--- src/rtl/enemy_bullet_ctrl.sv ---
// enemy_bullet_ctrl
// Fires one bullet downward from the enemy position, advances it STEP rows per
// frame tick and tests it against the player hitbox. Hit and bottom events are
// one-cycle pulses. The draw FSM reads bulletX / bulletY / active.
//
// Optional feature: define ENEMY_BULLET_AIM_EN to make the bullet drift one
// column per flight tick toward playerX. Without it, bulletX is fixed per shot.
//
// STEP must not exceed HIT_H. A larger step could carry the bullet past the
// whole hitbox in a single tick.

module enemy_bullet_ctrl #(
  parameter int unsigned STEP     = 4,
  parameter int unsigned PLAYER_Y = 100,
  parameter int unsigned HIT_W    = 8,
  parameter int unsigned HIT_H    = 8,
  parameter int unsigned Y_BOTTOM = 119,
  parameter int unsigned COOLDOWN = 30
) (
  input  logic       clk,
  input  logic       resetn,
  input  logic       tick,
  input  logic       enable,
  input  logic [7:0] enemyX,
  input  logic [6:0] enemyY,
  input  logic [7:0] playerX,
  output logic [7:0] bulletX,
  output logic [6:0] bulletY,
  output logic       active,
  output logic       playerHit,
  output logic       bottomReached
);

  // The cooldown counter is only as wide as COOLDOWN requires.
  localparam int unsigned CNT_W = (COOLDOWN < 2) ? 1 : $clog2(COOLDOWN + 1);

  // Constants pre-sized to the widths of the arithmetic they feed.
  localparam logic [7:0]       STEP_8     = 8'(STEP);
  localparam logic [7:0]       SPAWN_OFS  = 8'd8;
  localparam logic [7:0]       Y_BOT_8    = 8'(Y_BOTTOM);
  localparam logic [8:0]       BOX_TOP_9  = 9'(PLAYER_Y);
  localparam logic [8:0]       BOX_BOT_9  = 9'(PLAYER_Y + HIT_H);
  localparam logic [8:0]       HIT_W_9    = 9'(HIT_W);
  localparam logic [CNT_W-1:0] CNT_RELOAD = CNT_W'(COOLDOWN);

  typedef enum logic [1:0] {
    S_IDLE   = 2'd0,
    S_COOL   = 2'd1,
    S_FLIGHT = 2'd2
  } state_e;

  state_e           state_q, state_d;
  logic [CNT_W-1:0] cnt_q,   cnt_d;
  logic [7:0]       x_q,     x_d;
  logic [6:0]       y_q,     y_d;
  logic             act_q,   act_d;
  logic             hit_q,   hit_d;
  logic             bot_q,   bot_d;

  // Datapath terms shared by the next-state logic.
  logic [7:0] spawn_y;
  logic [7:0] next_y;
  logic [8:0] next_y_9;
  logic [8:0] x_9;
  logic [8:0] px_9;
  logic       y_in_box;
  logic       x_in_box;
  logic       hit_now;
  logic       off_bottom;
  logic       spawn_off;
  logic [7:0] aim_x;

  // Spawn row, next flight row and the hitbox / bottom tests, all sized to
  // avoid wrap in the compares.
  always_comb begin
    spawn_y    = {1'b0, enemyY} + SPAWN_OFS;
    next_y     = {1'b0, y_q} + STEP_8;
    next_y_9   = {1'b0, next_y};
    x_9        = {1'b0, x_q};
    px_9       = {1'b0, playerX};
    // Both upper bounds are exclusive: a bullet at playerX+HIT_W is a miss.
    y_in_box   = (next_y_9 >= BOX_TOP_9) && (next_y_9 < BOX_BOT_9);
    x_in_box   = (x_9 >= px_9) && (x_9 < (px_9 + HIT_W_9));
    hit_now    = y_in_box && x_in_box;
    off_bottom = (next_y > Y_BOT_8);
    spawn_off  = (spawn_y > Y_BOT_8);
  end

  // Column for the next flight tick; the hit test above uses the current one.
  always_comb begin
    aim_x = x_q;
`ifdef ENEMY_BULLET_AIM_EN
    if (x_q < playerX) begin
      aim_x = x_q + 8'd1;
    end else if (x_q > playerX) begin
      aim_x = x_q - 8'd1;
    end
`else
    aim_x = x_q;
`endif
  end

  // Next-state and registered-output logic for the IDLE / COOL / FLIGHT FSM.
  always_comb begin
    // NOTE: every variable gets a default here so no path can leave one
    // unassigned; otherwise synthesis would infer a latch to hold it.
    state_d = state_q;
    cnt_d   = cnt_q;
    x_d     = x_q;
    y_d     = y_q;
    act_d   = act_q;
    hit_d   = 1'b0;
    bot_d   = 1'b0;

    unique case (state_q)
      S_IDLE: begin
        if (enable) begin
          cnt_d   = CNT_RELOAD;
          state_d = S_COOL;
        end
      end

      S_COOL: begin
        if (!enable) begin
          state_d = S_IDLE;
        end else if (tick) begin
          if (cnt_q != '0) begin
            cnt_d = cnt_q - CNT_W'(1);
          end else if (spawn_off) begin
            // Enemy too low to spawn a visible bullet: wait another period.
            cnt_d = CNT_RELOAD;
          end else begin
            x_d     = enemyX;
            y_d     = spawn_y[6:0];
            act_d   = 1'b1;
            state_d = S_FLIGHT;
          end
        end
      end

      S_FLIGHT: begin
        // enable is ignored here: a bullet in flight always finishes.
        if (tick) begin
          x_d = aim_x;
          if (hit_now || off_bottom) begin
            // Hit outranks bottom, so the two pulses are mutually exclusive.
            hit_d   = hit_now;
            bot_d   = !hit_now;
            act_d   = 1'b0;
            if (enable) begin
              cnt_d   = CNT_RELOAD;
              state_d = S_COOL;
            end else begin
              state_d = S_IDLE;
            end
          end else begin
            y_d = next_y[6:0];
          end
        end
      end

      default: begin
        state_d = S_IDLE;
      end
    endcase
  end

  // State and output registers; reset clears everything without a clock edge.
  always_ff @(posedge clk or negedge resetn) begin
    if (!resetn) begin
      state_q <= S_IDLE;
      cnt_q   <= '0;
      x_q     <= '0;
      y_q     <= '0;
      act_q   <= 1'b0;
      hit_q   <= 1'b0;
      bot_q   <= 1'b0;
    end else begin
      // NOTE: non-blocking assignments so every register samples the values
      // from before this edge, independent of statement order.
      state_q <= state_d;
      cnt_q   <= cnt_d;
      x_q     <= x_d;
      y_q     <= y_d;
      act_q   <= act_d;
      hit_q   <= hit_d;
      bot_q   <= bot_d;
    end
  end

  assign bulletX       = x_q;
  assign bulletY       = y_q;
  assign active        = act_q;
  assign playerHit     = hit_q;
  assign bottomReached = bot_q;

endmodule

--- config.mk ---
export PLATFORM = sky130hd
export DESIGN_NAME = enemy_bullet_ctrl
export DESIGN_NICKNAME = d
export VERILOG_FILES = /design/src/rtl/enemy_bullet_ctrl.sv
export SDC_FILE = /design/constraint.sdc
export NUM_CORES = 1
export LEC_CHECK = 0
export ABC_CLOCK_PERIOD_IN_PS = 4150
export BUFFER_PORTS_ARGS = -buffer_cell sky130_fd_sc_hd__buf_2
export CORE_AREA = 5 5 65 67
export CTS_BUF_LIST = sky130_fd_sc_hd__clkbuf_4 sky130_fd_sc_hd__clkbuf_8 sky130_fd_sc_hd__clkbuf_16
export CTS_CLUSTER_SIZE = 30
export DETAILED_ROUTE_END_ITERATION = 10
export DIE_AREA = 0 0 70 72
export PLACE_DENSITY = 0.82
export SYNTH_ARGS = -nofsm -noshare
export SYNTH_HDL_FRONTEND = slang
export SYNTH_SLANG_ARGS = --single-unit
--- constraint.sdc ---
create_clock -name clk -period 4.15 [get_ports clk]
set_input_delay 0.6225 -clock clk [delete_from_list [all_inputs] [get_ports clk]]
set_output_delay 0.6225 -clock clk [all_outputs]
set_load 0.005 [all_outputs]
==> results_dict.tcl, run 1 <==
set metrics [dict create \
    setup_viol 0 \
    crit_buf_inv 1 \
    fin_tns_setup_ns 0 \
    required_ns 4.41 \
    overflow 0 \
    drive_gt1_share_pct 28.9 \
    die_h_um 72 \
    initial_core_util_pct 55.1 \
    core_um2 3580 \
    cap_violations 0 \
    p_leak_nw 1.11 \
    ys_async_sr_fraction_pct 100 \
    antenna_found_initial 0 \
    final_max_slew_viol_count 0 \
    top_level_ports 45 \
    drt-initial-drc-count 124 \
    clock-sinks 25 \
    p_total_mw 0.944 \
    drt_pass1_iterations 4 \
    power_density_nw_per_um2 423 \
    min_path_type "in -> async" \
    synth_area_leaders "dfrtp_1 (32%), ha_1 (12%), mux2_2 (5.1%)" \
    cts_made_buffers 3 \
    crit_fanout 15 \
    portBuffers 44 \
    vias_per_cell 5.93 \
    crit_slowest_cell "or4b_4" \
    grt_setup_unrepaired "false" \
    drt-total-wl_mm 4.58 \
    design.die.area_um2 5040 \
    dp.cells 290 \
    ys_types 58 \
    fill_cells 340 \
    h-tree-depth 1 \
    fin_cells 294 \
    cp_top_family "simple AND/OR/NAND/NOR gates" \
    cts.clk_slew.worst_paths_ns 0.13 \
    yosys_warnings 0 \
    final_nets 293 \
    grt.total_usage_pct 19.3 \
    rr_worst_depth 8 \
    worstSetupPathType "reg -> reg" \
    syn_inst 207 \
    ir_drop_v 0.000218 \
    cts-resized-gates 0 \
    ys_ff_latch 25 \
    synth.avg_cell_area_um2 9.52 \
    gp_congestion 0.823 \
    clockBufferDepth 2 \
    synth-edff-count 0 \
    wire_per_inst_um 15.6 \
    whs_ns 0.262 \
    place_hpwl_mm 3.58 \
    grt_start_max_net_pins 26 \
    die_width_um 70 \
    syn-num-nets 253 \
    tightest_slew_ns 0.827 \
    postRouteAntennaNets 0 \
    post-route-period-util_pct 61.6 \
    synth_common_cells "dfrtp_1 (25), inv_1 (20), ha_1 (19)" \
    final_util_pct 62.4 \
    cts_setup_buffers 0 \
    clk_latency_ns 0.33 \
    path_cells "inv_1 > ha_1 > or4b_4 > a31oi_4 > and3_2 > a31oi_2 > a211oi_1 > a2bb2oi_1" \
    remaining_drc_errors 0 \
    yosys.area.top_type_share_pct 31.7 \
    grt_pass1_vias 1736 \
    hold_viol_final 0 \
    synth.most_common_cell "dfrtp_1" \
    yosys.area.top_type "dfrtp_1" \
    syn_area_um2 1970 \
    cts_root_buffer "clkbuf_4" \
    tritoncts "done" \
    vias 1743 \
    rows 22 \
    grt_first_pass_wirelength_mm 7.93 \
    end_kind "register" \
    diodes 0 \
    cp.depth 8 \
    hold_buffers 0 \
    status "finished clean" \
    areaGrowthSynthToFinish_pct 13.3 \
    yosysSeqAreaShare_pct 31.7 \
    critPathMaxStageDelay_ns 0.52 \
    start_kind "register" \
    worst_ep_arrival_time_ns 2.82 \
    finalCriticalPeriod_ns 2.56 \
    fin_worst_skew_ns 0.00709 \
    maxClockFrequency_ghz 0.391 \
    synth-main-ff-cell "dfrtp_1" \
    slew_headroom_pct 44.7 \
]
logic make-up after synthesis:
family	synth area share, %
AND/OR/NAND/NOR	17.8
AO/OA/AOI/OAI	22.2
buffers and inverters	6.29
flip-flops	31.7
adder cells (fa/ha/maj)	12.1
multiplexers	7.68
XOR/XNOR	2.22
power by group:
group	switching, mW	internal (mW)
sequential	0.110	0.308
combinational	0.206	0.202
clock	0.0735	0.0443
total	0.389	0.554
layer usage:
| metal | vias to the layer above | GRT usage (%) | share of wire [%] |
|---|---|---|---|
| met5 | - | 0 | 0 |
| li1 | 842 | - | - |
| met3 | 13 | 4.57 | 6.1 |
| met4 | 0 | 7.23 | 2.5 |
| met2 | 64 | 32.5 | 49 |
| met1 | 824 | 24.2 | 43 |
placed cells by master (no fill, tap or decap), types with 2 or more instances in the layout:
cell type,netlist,final
buf_2,0,44
dfrtp_1,25,25
inv_1,20,20
ha_1,19,19
nor2_1,14,14
a21oi_1,9,9
mux2_2,9,9
nand3_1,8,8
a211oi_1,7,7
o21ai_0,6,6
nand2_1,6,6
nor3_1,6,6
xnor2_1,5,5
and3_1,5,5
mux2i_1,5,5
nor2b_1,4,4
clkbuf_4,0,4
nand2b_1,3,3
a2bb2oi_1,3,3
nand3b_1,2,2
nor3b_1,2,2
o21a_1,2,2
a21o_1,2,2
o31a_1,2,2
o2111ai_1,2,2
a31o_2,2,2
final timing paths:
kind                            startpoint  slack, ns    endpoint
worst max-delay path              cnt_q[0]       1.59  bulletY[4]
worst min-delay path                resetn       0.26  bulletX[4]
worst max register to register    cnt_q[0]       1.59  bulletY[4]
worst min register to register  bulletX[2]       0.55  bulletX[2]
max in group asynchronous           resetn       3.52    cnt_q[0]
min in group clk                 enemyX[0]       0.48  bulletX[0]
final cells by class:
type                    instances  area, um^2  share of cell area (%)
well taps                      48        60.1                    2.69
multi-input cells             153        1220                    54.7
repair buffers                 44         220                    9.87
flip-flops and latches         25         626                    28.0
inverters                      20        75.1                    3.36
clock buffers                   4        30.0                    1.35
flip-flops by register name, indices dropped and copies added (netlist names):
name           flops
active             1
bulletX            8
bottomReached      1
cnt_q              5
playerHit          1
state_q            2
bulletY            7
per-stage QoR:
stage / instance area, um^2 / setup WS, ns
floorplan: 1970 / 1.72
detailed placement: 2200 / 1.38
global route: 2230 / 1.36
global placement: 2200 / 1.44
finish: 2230 / 1.59
CTS: 2230 / 1.60
(Power assumes the default switching activity.)
==> inputs of run 2 (changes only) <==
Settings changed: ABC_CLOCK_PERIOD_IN_PS 4150 to 2400, CORE_AREA 5 5 65 67 to 5 5 67 69, DIE_AREA 0 0 70 72 to 0 0 72 74, PLACE_DENSITY 0.82 to 0.77.
Clock period 4.15 ns to 2.4 ns, I/O delays scaled along.
==> run 2 against run 1 <==
Net effect: clock power is 130% higher; clock skew shrank 0.0050 ns; sequential share of layout area shrank 1.4 points; die area increased by 5.7%; final area rose by 5.4%; total power rose by 83%; first-iteration DRC count up 7.3%; combinational power rose by 88%; critical endpoint is now bulletY[2]; largest power group is now combinational logic; highest routed layer unchanged.
==> results_dict.tcl, run 2 (synthesis results as in run 1) <==
set metrics [dict create \
    status "finished clean" \
    portBuffers 44 \
    rows 23 \
    fin_tns_setup_ns 0 \
    crit_slowest_cell "or4b_4" \
    power_density_nw_per_um2 736 \
    drt-total-wl_mm 4.39 \
    cts_made_buffers 3 \
    wire_per_inst_um 14.3 \
    required_ns 2.55 \
    grt_setup_unrepaired "true" \
    remaining_drc_errors 0 \
    fin_worst_skew_ns 0.00213 \
    end_kind "register" \
    worst_ep_arrival_time_ns 2.44 \
    fin_cells 307 \
    gp_congestion 0.822 \
    grt_pass1_vias 1721 \
    hold_viol_final 0 \
    grt_first_pass_wirelength_mm 7.51 \
    die_width_um 72 \
    design.die.area_um2 5330 \
    setup_viol 0 \
    clock-sinks 25 \
    layout_common_cells "buf_2 (44), dfrtp_1 (25), inv_1 (20)" \
    clk_latency_ns 0.27 \
    final_max_slew_viol_count 0 \
    tightest_slew_ns 0.580 \
    finalCriticalPeriod_ns 2.30 \
    min_path_type "in -> async" \
    whs_ns 0.0763 \
    areaGrowthSynthToFinish_pct 19.4 \
    clockBufferDepth 2 \
    start_kind "register" \
    antenna_found_initial 0 \
    drt_pass1_iterations 5 \
    top_level_ports 45 \
    cap_violations 0 \
    cts.clk_slew.worst_paths_ns 0.09 \
    maxClockFrequency_ghz 0.436 \
    place_hpwl_mm 3.49 \
    post-route-period-util_pct 95.6 \
    p_leak_nw 1.18 \
    critPathMaxStageDelay_ns 0.50 \
    dp.cells 302 \
    vias_per_cell 5.69 \
    vias 1747 \
    die_h_um 74 \
    slew_headroom_pct 61.3 \
    diodes 0 \
    path_cells "inv_1 > ha_2 > or4b_4 > a31oi_4 > and2_2 > a2111oi_4 > a221oi_1 > o2bb2ai_1" \
    final_nets 304 \
    drt-initial-drc-count 133 \
    grt.total_usage_pct 17.7 \
    core_um2 3860 \
    cts_root_buffer "clkbuf_8" \
    fill_cells 348 \
    worstSetupPathType "reg -> reg" \
    grt_start_max_net_pins 26 \
    crit_fanout 5 \
    largest_reg_flops 8 \
    rr_worst_depth 8 \
    h-tree-depth 1 \
    ir_drop_v 0.000461 \
    drive_gt1_share_pct 32.7 \
    mostFrequentLayoutCell "buf_2" \
    overflow 0 \
    postRouteAntennaNets 0 \
    initial_core_util_pct 51.1 \
    tritoncts "done" \
]
[run 2: cell count changes in the layout (fill, tap and decap cells not counted), sizes merged]
cell	before	now
buf	44	55
[run 2: routing by layer]
metal  part of all wire (%)  wire length (um)  global-route usage, %  vias to the layer above
met5                      0                 0                      0                        -
met2                     49              2160                   30.2                       27
met4                    1.1                49                   4.59                        0
met3                    3.9               172                   2.57                        5
met1                     46              2010                   23.6                      848
li1                       -                 -                      -                      867
[run 2: repair_timing]
| action | 4_1_cts | 5_1_grt |
|---|---|---|
| setup endpoints to repair | 0 | 8 |
| gates resized for setup | 0 | 3 |
| hold buffers | 0 | 0 |
| buffers inserted | 0 | 1 |
[run 2: path summary, 6_finish.rpt]
path                            from         end  slack [ns]
max                         cnt_q[0]  bulletY[2]        0.10
min                           resetn  bulletX[4]        0.08
max reg2reg                 cnt_q[0]  bulletY[2]        0.10
min reg2reg                   active      active        0.50
max in group asynchronous     resetn  bulletY[4]        1.94
min in group clk           enemyX[0]  bulletX[0]        0.29
[run 2: critical path, delay by kind of cell (launching register included)]
kind | cells | cell delay [ns]
fa+ha+maj | 1 | 0.21
compound gates | 4 | 0.75
simple gates | 2 | 0.70
buf+inv | 1 | 0.11
flops | 1 | 0.40
[run 2: area by class of cell]
type                    count  area, um^2  share of cell area [%]
repair buffers             55         303                    12.9
well taps                  50        62.6                    2.66
multi-input cells         153        1240                    52.6
flip-flops and latches     25         626                    26.6
clock buffers               4        48.8                    2.07
inverters                  20        75.1                    3.19
[run 2: through the flow]
stage / setup WS, ns / power [mW] / util (%) / area, um^2
after CTS: 0.0640 / 1.72 / 60.4 / 2330
after global routing: -0.0254 / 1.89 / 61.0 / 2350
after global placement: -0.0415 / 1.43 / 59.1 / 2280
after detailed placement: -0.121 / 1.45 / 59.1 / 2280
final: 0.105 / 1.73 / 61.0 / 2350
after floorplan: 0.0909 / 1.18 / - / 1970
[run 2: where the power goes]
part,leakage [nW],internal (mW),total [mW],switching [mW]
clock,0.0262,0.130,0.267,0.137
combinational,0.841,0.392,0.767,0.374
sequential,0.311,0.534,0.698,0.165
total,1.18,1.06,1.73,0.676
